`config.mk`:
```
export PLATFORM = sky130hd
export DESIGN_NAME = lfsr_pattern_ctrl
export DESIGN_NICKNAME = d
export VERILOG_FILES = /design/src/rtl/lfsr_pattern_ctrl.sv
export SDC_FILE = /design/constraint.sdc
export NUM_CORES = 1
export LEC_CHECK = 0
export CORE_MARGIN = 1
export CORE_UTILIZATION = 40
export CTS_CLUSTER_DIAMETER = 120
export DETAILED_ROUTE_END_ITERATION = 8
export GPL_TIMING_DRIVEN = 0
export SYNTH_ARGS = -nofsm -noshare
export SYNTH_HDL_FRONTEND = slang
export SYNTH_SLANG_ARGS = --single-unit
```
`constraint.sdc`:
```
create_clock -name clk -period 5.5 [get_ports clk]
set_clock_uncertainty 0.05 [all_clocks]
set_input_delay 0.825 -clock clk [delete_from_list [all_inputs] [get_ports clk]]
set_output_delay 0.825 -clock clk [all_outputs]
set_load 0.01 [all_outputs]
```
`src/rtl/lfsr_pattern_ctrl.sv`:
```
// lfsr_pattern_ctrl
//   BIST sequencer. An accepted start seeds a right-shifting LFSR (taps at
//   bits 1 and 0). The sequencer then streams N patterns over a valid/ready
//   handshake and compacts the returned responses into a MISR. The final
//   signature is compared against a latched golden value.
//
// Ports
//   clk, rst            clock; synchronous active-high reset
//   start, abort        run control (start only in IDLE, abort in RUN/DRAIN)
//   seed, num_patterns, golden   run setup, latched on accepted start
//   pat_valid/pat_ready/pat_data    pattern stream to the unit under test
//   resp_valid/resp_ready/resp_data response stream back from it
//   busy                high in RUN or DRAIN
//   done                one-cycle end-of-run pulse
//   pass, signature     result, held until the next accepted start
module lfsr_pattern_ctrl #(
    parameter int WIDTH = 64,
    parameter int CNT_W = 16
) (
    input  logic             clk,
    input  logic             rst,
    input  logic             start,
    input  logic             abort,
    input  logic [WIDTH-1:0] seed,
    input  logic [CNT_W-1:0] num_patterns,
    input  logic [WIDTH-1:0] golden,
    output logic             pat_valid,
    input  logic             pat_ready,
    output logic [WIDTH-1:0] pat_data,
    input  logic             resp_valid,
    output logic             resp_ready,
    input  logic [WIDTH-1:0] resp_data,
    output logic             busy,
    output logic             done,
    output logic             pass,
    output logic [WIDTH-1:0] signature
);

    typedef enum logic [1:0] {IDLE, RUN, DRAIN, DONE} state_t;

    // All-zero is the LFSR lock-up state; substitute a known non-zero seed.
    localparam logic [WIDTH-1:0] SEED_FIX = WIDTH'(64'h0000_0000_0000_0202);

    state_t           state_q, state_d;
    logic [WIDTH-1:0] lfsr_q, misr_q, golden_q, signature_q;
    logic [CNT_W-1:0] sent_q, rcvd_q, n_q;
    logic             pass_q;

    logic             start_acc, active, pat_hs, resp_acc;
    logic [CNT_W-1:0] sent_nx, rcvd_nx;
    logic [WIDTH-1:0] lfsr_step, misr_nx, misr_fin;

    assign start_acc = (state_q == IDLE) && start;
    assign active    = (state_q == RUN) || (state_q == DRAIN);
    assign pat_valid = (state_q == RUN) && (sent_q < n_q);
    assign pat_hs    = pat_valid && pat_ready;
    // Responses beyond the N-th are taken off the bus but not compacted.
    assign resp_acc  = active && resp_valid && (rcvd_q < n_q);
    assign sent_nx   = sent_q + CNT_W'(pat_hs);
    assign rcvd_nx   = rcvd_q + CNT_W'(resp_acc);

    assign lfsr_step = {lfsr_q[1] ^ lfsr_q[0], lfsr_q[WIDTH-1:1]};
    assign misr_nx   = {misr_q[1] ^ misr_q[0], misr_q[WIDTH-1:1]} ^ resp_data;
    // Final signature must include a response accepted on the closing edge.
    assign misr_fin  = resp_acc ? misr_nx : misr_q;

    always_comb begin
        state_d = state_q;
        case (state_q)
            IDLE:  if (start) state_d = (num_patterns == '0) ? DONE : RUN;
            RUN: begin
                if (abort)
                    state_d = IDLE;
                else if (pat_hs && (sent_nx == n_q))
                    state_d = (rcvd_nx == n_q) ? DONE : DRAIN;
            end
            DRAIN: begin
                if (abort)
                    state_d = IDLE;
                else if (resp_acc && (rcvd_nx == n_q))
                    state_d = DONE;
            end
            DONE:    state_d = IDLE;
            default: state_d = IDLE;
        endcase
    end

    always_ff @(posedge clk) begin
        if (rst) begin
            state_q     <= IDLE;
            lfsr_q      <= SEED_FIX;
            misr_q      <= '0;
            sent_q      <= '0;
            rcvd_q      <= '0;
            n_q         <= '0;
            golden_q    <= '0;
            signature_q <= '0;
            pass_q      <= 1'b0;
        end else begin
            state_q <= state_d;
            if (start_acc) begin
                lfsr_q      <= (seed == '0) ? SEED_FIX : seed;
                misr_q      <= '0;
                sent_q      <= '0;
                rcvd_q      <= '0;
                n_q         <= num_patterns;
                golden_q    <= golden;
                signature_q <= '0;
                // An empty run finishes next cycle with a zero signature.
                pass_q      <= (num_patterns == '0) && (golden == '0);
            end else begin
                if (pat_hs) begin
                    lfsr_q <= lfsr_step;
                    sent_q <= sent_nx;
                end
                if (resp_acc) begin
                    misr_q <= misr_nx;
                    rcvd_q <= rcvd_nx;
                end
                if (active && (state_d == DONE)) begin
                    signature_q <= misr_fin;
                    pass_q      <= (misr_fin == golden_q);
                end
                if (active && abort)
                    pass_q <= 1'b0;
            end
        end
    end

    assign pat_data   = lfsr_q;
    assign resp_ready = active;
    assign busy       = active;
    assign done       = (state_q == DONE);
    assign pass       = pass_q;
    assign signature  = signature_q;

endmodule

```
# ---- After elaboration in Yosys (flattened, before gate mapping)
# Index checks and enable logic that the tools add are counted.
dict set report word_totals {
  memories 0
  ramBits 0
  input_bits 214
  mem_bits_ro 0
  word_cells 56
  latchBits 0
  reg_bits 307
}
dict set report op_classes {
  mul 0
  addsub 2
  n_reduce_logical 18
  shift 0
  n_eq_ne 7
  n_lt_le_gt_ge 2
  bitwise_logic 3
  div_mod_pow 0
  n_mux 15
}
# op count
set ops {}
lappend ops {{$mux W64} 4}
lappend ops {{$logic_not A64 Y1} 2}
lappend ops {{$eq A64 B64 Y1} 1}
lappend ops {{$xor A64 B64 Y64} 1}
lappend ops {{$add A16 B1 Y16} 2}
lappend ops {{$eq A16 B16 Y1} 2}
lappend ops {{$lt A16 B16 Y1} 2}
lappend ops {{$logic_not A16 Y1} 1}
lappend ops {{$mux W2} 6}
lappend ops {{$logic_and A1 B1 Y1} 10}
lappend ops {{$pmux W2 S4} 1}
lappend ops {{$eq A2 B2 Y1 const B} 3}
lappend ops {{$mux W1} 4}
lappend ops {{$reduce_bool A3 Y1} 1}
lappend ops {{$eq A2 B1 Y1 const B} 1}
lappend ops {{$logic_not A2 Y1} 1}
lappend ops {{$reduce_bool A2 Y1} 1}
lappend ops {{$reduce_or A2 Y1} 1}
lappend ops {{$xor A1 B1 Y1} 2}
lappend ops {{$logic_or A1 B1 Y1} 1}

# ---- Logic depth before layout (Yosys ltp)
dict set report logic_depth {
  ltp_word 15
  depth_mapped 26
}

# ---- Least setup slack after synthesis
# OpenSTA, ideal clock, no wires.
dict set report synth_timing {
  kind {register to register}
  from {register n_q[9]}
  to {register pass_q (netlist: pass)}
  arrival_time_ps 4886
  t_required_ps 5381
  setup_ps 69
  path_stages_with_launch 24
  path_slack_ps 495
  period_less_slack_ps 5005
  path_cell_list {dfxtp_1 clkbuf_1 inv_1 ha_1 a21oi_1 nor2b_1 o21ai_0 o211ai_1 a21o_1 inv_1 clkbuf_1 ha_1 ha_1 nand3_1 or4_1 xnor2_1 a211oi_1 o2111ai_2 nor4_4 o22a_1 nand4_1 buf_4 or4_1 o21ai_1}
}
dict set report synth_via {
  elab_chain_cells 12
  elab_cells_between_ends 25
}
# element line_no
set synth_rtl {}
lappend synth_rtl {{from (decl)} 46} ;# logic [CNT_W-1:0] sent_q, rcvd_q, n_q;
lappend synth_rtl {{from (signal assigned)} 106} ;# n_q <= num_patterns;
lappend synth_rtl {{$lt A16 B16 Y1 *} 55} ;# assign pat_valid = (state_q == RUN) && (sent_q < n_q);
lappend synth_rtl {{$logic_and A1 B1 Y1 *} 55}
lappend synth_rtl {{$logic_and A1 B1 Y1 *} 56} ;# assign pat_hs = pat_valid && pat_ready;
lappend synth_rtl {{via pat_hs} 49} ;# logic start_acc, active, pat_hs, resp_acc;
lappend synth_rtl {{$add A16 B1 Y16} 59} ;# assign sent_nx = sent_q + CNT_W'(pat_hs);
lappend synth_rtl {{$eq A16 B16 Y1} 74} ;# else if (pat_hs && (sent_nx == n_q))
lappend synth_rtl {{$logic_and A1 B1 Y1 *} 74}
lappend synth_rtl {{$mux W2 *} 74}
lappend synth_rtl {{$mux W2 *} 72} ;# if (abort)
lappend synth_rtl {{$pmux W2 S4 *} 69} ;# case (state_q)
lappend synth_rtl {{$eq A2 B2 Y1 *} 120} ;# if (active && (state_d == DONE)) begin
lappend synth_rtl {{$logic_and A1 B1 Y1 *} 120}
lappend synth_rtl {{$reduce_bool A3 Y1 (no line) *} --}
lappend synth_rtl {{to (signal assigned)} 110} ;# pass_q <= (num_patterns == '0) && (golden == '0);
lappend synth_rtl {{to (signal assigned)} 122} ;# pass_q <= (misr_fin == golden_q);
lappend synth_rtl {{to (decl)} 47} ;# logic pass_q;
# Mark *: on every way through the listed nets, which the timed path passes. The rest lies on a longest branch. The select of a mux whose other input is x is not followed.
# A chain may end at the register's enable or synchronous reset.

# ---- Worst setup path after layout
dict set report layout_timing {
  from {register n_q[13]}
  to {register pass_q (netlist: pass)}
}
dict set report layout_via {
  elab_chain_cells 12
  elab_cells_between_ends 25
}
# element line_no
set layout_rtl {}
lappend layout_rtl {{$lt A16 B16 Y1} 55}
lappend layout_rtl {{$logic_and A1 B1 Y1} 55}
lappend layout_rtl {{$logic_and A1 B1 Y1} 56}
lappend layout_rtl {{$add A16 B1 Y16} 59}
lappend layout_rtl {{$eq A16 B16 Y1} 74}
lappend layout_rtl {{$logic_and A1 B1 Y1} 74}
lappend layout_rtl {{$mux W2} 74}
lappend layout_rtl {{$mux W2} 72}
lappend layout_rtl {{$pmux W2 S4} 69}
lappend layout_rtl {{$eq A2 B2 Y1} 120}
lappend layout_rtl {{$logic_and A1 B1 Y1} 120}
lappend layout_rtl {{$reduce_bool A3 Y1 (no line)} --}
# Parallel ways exist; a longest one is shown, timed or not. The select of a mux whose other input is x is not followed.

==> results.cfg <==
[outcome]
outcome = complete, no violations

[timing]
slew_headroom_pct = 28.8
max_freq_mhz = 191
fin_crit_sh_pct = 95.1
setup_ws_ns = 0.271
hold_viol = 0
fin_setup_tns_ns = 0
rsz0062_at_grt = false
post-route-min-period_ns = 5.23
finalMaxSlewViolations = 0
setup_violations = 0
worst_pin_slew_ns = 1.06

[clock_tree]
cts.sinks = 307
h-tree-depth = 2
insertion_delay_ns = 0.56
cts_buffers = 37
cts_tree = yes
clkTransAtPathRegs_ns = 0.06
clockRootBuffer = clkbuf_16
ctsHoldBuffers = 0
clock_path_buffers = 3

[drt]
drc = 0
drt-wirelength-per-cell_um = 23.5
drt_iter0_drc = 1463
num_vias = 17679
wirelength_um = 73200
antenna_left = 0
drt-pass1-iter-count = 5
viasPerCell = 5.66

[yosys]
netlist_area_um2 = 16900
yosysSeqAreaShare_pct = 36.4
ys_async_sr_fraction_pct = 0
yosys-top-cells-area = dfxtp_1 36%, nand2_1 7.8%, xnor2_1 7.3%
yosys.area.top_type = dfxtp_1
ys_types = 76
synth_fp_nets = 2419
synth_cells = 2166
synthTopCellsByCount = 349 x nand2_1, 307 x dfxtp_1, 236 x nor2_1, 186 x a21oi_1, 140 x xnor2_1
yosysWarnings = 0
synth.most_common_cell = nand2_1
synth_seq_cells = 307
netlist.area_leader.share_pct = 36.4
syn_avg_cell_area_um2 = 7.79
synth_flop_cell = dfxtp_1
synth-edff-count = 0

[grt]
grt_pass1_wl_um = 107000
antenna_found_initial = 7
grt_pass1_vias = 17036
gr-total-overflow = 0
grt_use_total_pct = 33.1
grt_max_degree = 15

[setup_path]
required_ns = 5.94
cp_max_fo = 14
worst_ep_arrival_time_ns = 5.67
r2r-start = n_q[13]
start_kind = flip-flop
reg2regPathDepth = 19
worstReg2RegEnd = pass
reg2reg_slack_ns = 0.27
critPathKind = flip-flop to flip-flop
endpoint_kind = flip-flop

[cells_and_area]
final_nets = 2809
stdcell_count = 3121
layout-drive-gt1-share_pct = 4.84
final_core_utilization_pct = 54.9
syn2layout_area_growth_pct = 34.0

[placed_design]
dpl.hpwl_um = 58700
pre_cts_slack_ns = -1.25
io_buffers = 346
dp_cells = 3044
place_congestion = 1.03

[power]
power_leakage_nw = 8.30
ir_drop_uv = 280
power_mw = 9.97
power_density_nw_per_um2 = 441

[floorplanning]
start_util_pct = 41.0
dieHeight_um = 207
dieArea_um2 = 43000
num_rows = 74
core_um2 = 41200
io_pins = 347
die_w_um = 207

[worst_hold_path]
worstHoldStart = signature[38]
min_path_cells = 2
hp-class = flip-flop to flip-flop
holdPathEnd = signature[38]

[flow_run]
maxCapViolations = 0
[cell type report]
class | count | area (µm²)
repair buffers | 354 | 3520
inverters | 104 | 408
flip-flops and latches | 307 | 6150
fillers | 3876 | 18600
clock buffers | 50 | 1090
diodes | 6 | 15.0
well taps | 532 | 666
plain buffers | 125 | 537
multi-input cells | 1627 | 9910
clock inverters | 16 | 314
[registers in the layout (all words and copies together) (netlist names)]
| name | flops |
|---|---|
| golden_q | 64 |
| misr_q | 64 |
| pat_data | 64 |
| signature | 64 |
| n_q | 16 |
| rcvd_q | 16 |
| sent_q | 16 |
| state_q | 2 |
| pass | 1 |
[worst max-delay path: stages (launching register included)]
cell and delay, ns:
dfxtp_2 0.39, inv_1 0.12, ha_1 0.35, a211oi_4 0.34, o2111ai_4 0.26, a21oi_4 0.25
a21oi_4 0.10, bufinv_8 0.27, ha_1 0.21, nand4_1 0.46, o21a_1 0.36, or3_1 0.37
a21oi_1 0.15, nand4_1 0.19, nor2_1 0.15, o41a_1 0.15, nand4_1 0.12, buf_6 0.20
or4_1 0.56, o21ai_1 0.10
[power by group]
part | total (mW) | internal, mW | switching (mW)
Clock | 2.84 | 1.81 | 1.03
Sequential | 3.00 | 2.56 | 0.446
Combinational | 4.14 | 1.52 | 2.61
Total | 9.97 | 5.88 | 4.09
[through the flow]
step / hold slack, ns / instance area [µm²]
floorplan: 0.404 / 16900
global placement: 0.397 / 21000
detailed placement: 0.400 / 21000
CTS: 0.408 / 22500
global route: 0.442 / 22600
finish: 0.408 / 22600
[how the worst max path moves through the flow]
stage                     startpoint            end  slack [ns]  depth (start not counted)
after floorplan               n_q[9]           pass        0.49                         23
after global placement       n_q[13]  signature[57]       -1.21                         22
after detailed placement     n_q[13]           pass       -1.25                         23
after CTS                     n_q[2]  signature[58]        0.05                         24
after global routing         n_q[13]  signature[62]       0.004                         22
final                        n_q[13]           pass        0.27                         19
[layer usage]
metal,track usage [%],vias to the layer above,wire length [µm]
met5,0,-,17
met1,44.8,8512,32500
met2,50.6,743,32000
met3,7.67,128,6340
met4,13.0,2,2410
li1,-,8294,-
[cells by family (layout without fill, tap and decap cells)]
| family | after synthesis | count (layout) | synth area share (%) |
|---|---|---|---|
| AND/OR/NAND/NOR | 900 | 900 | 24.9 |
| AO/OA/AOI/OAI | 426 | 426 | 16.2 |
| flip-flops | 307 | 307 | 36.4 |
| buffers and inverters | 232 | 649 | 5.54 |
| XOR/XNOR | 198 | 198 | 10.3 |
| multiplexers | 64 | 64 | 3.80 |
| adder cells (fa/ha/maj) | 39 | 39 | 2.89 |
| other | 0 | 6 | 0 |
[what timing repair did]
item                                    CTS  global route
pin swaps                                 1             3
endpoints found under the setup margin   67            65
buffers inserted                          3             5
gates resized for setup                  19            12
[cells in the final DEF, fill, tap and decap left out, drive strengths merged, types with 11 or more instances in the layout]
master and instances:
clkdlybuf4s50 346, or3 18, a211oi 11, inv 103, xnor2 140, nand2b 27
nand2 349, ha 39, dfxtp 307, o21ai 59, a311oi 61, nand4 37
nor2b 76, nand3 27, a21oi 187, nor3 27, mux2i 64, nor4 66
a31oi 14, xor2 58, o22ai 15, clkbuf 146, buf 37, nor2 236
Power figures use the tool's default switching activity.
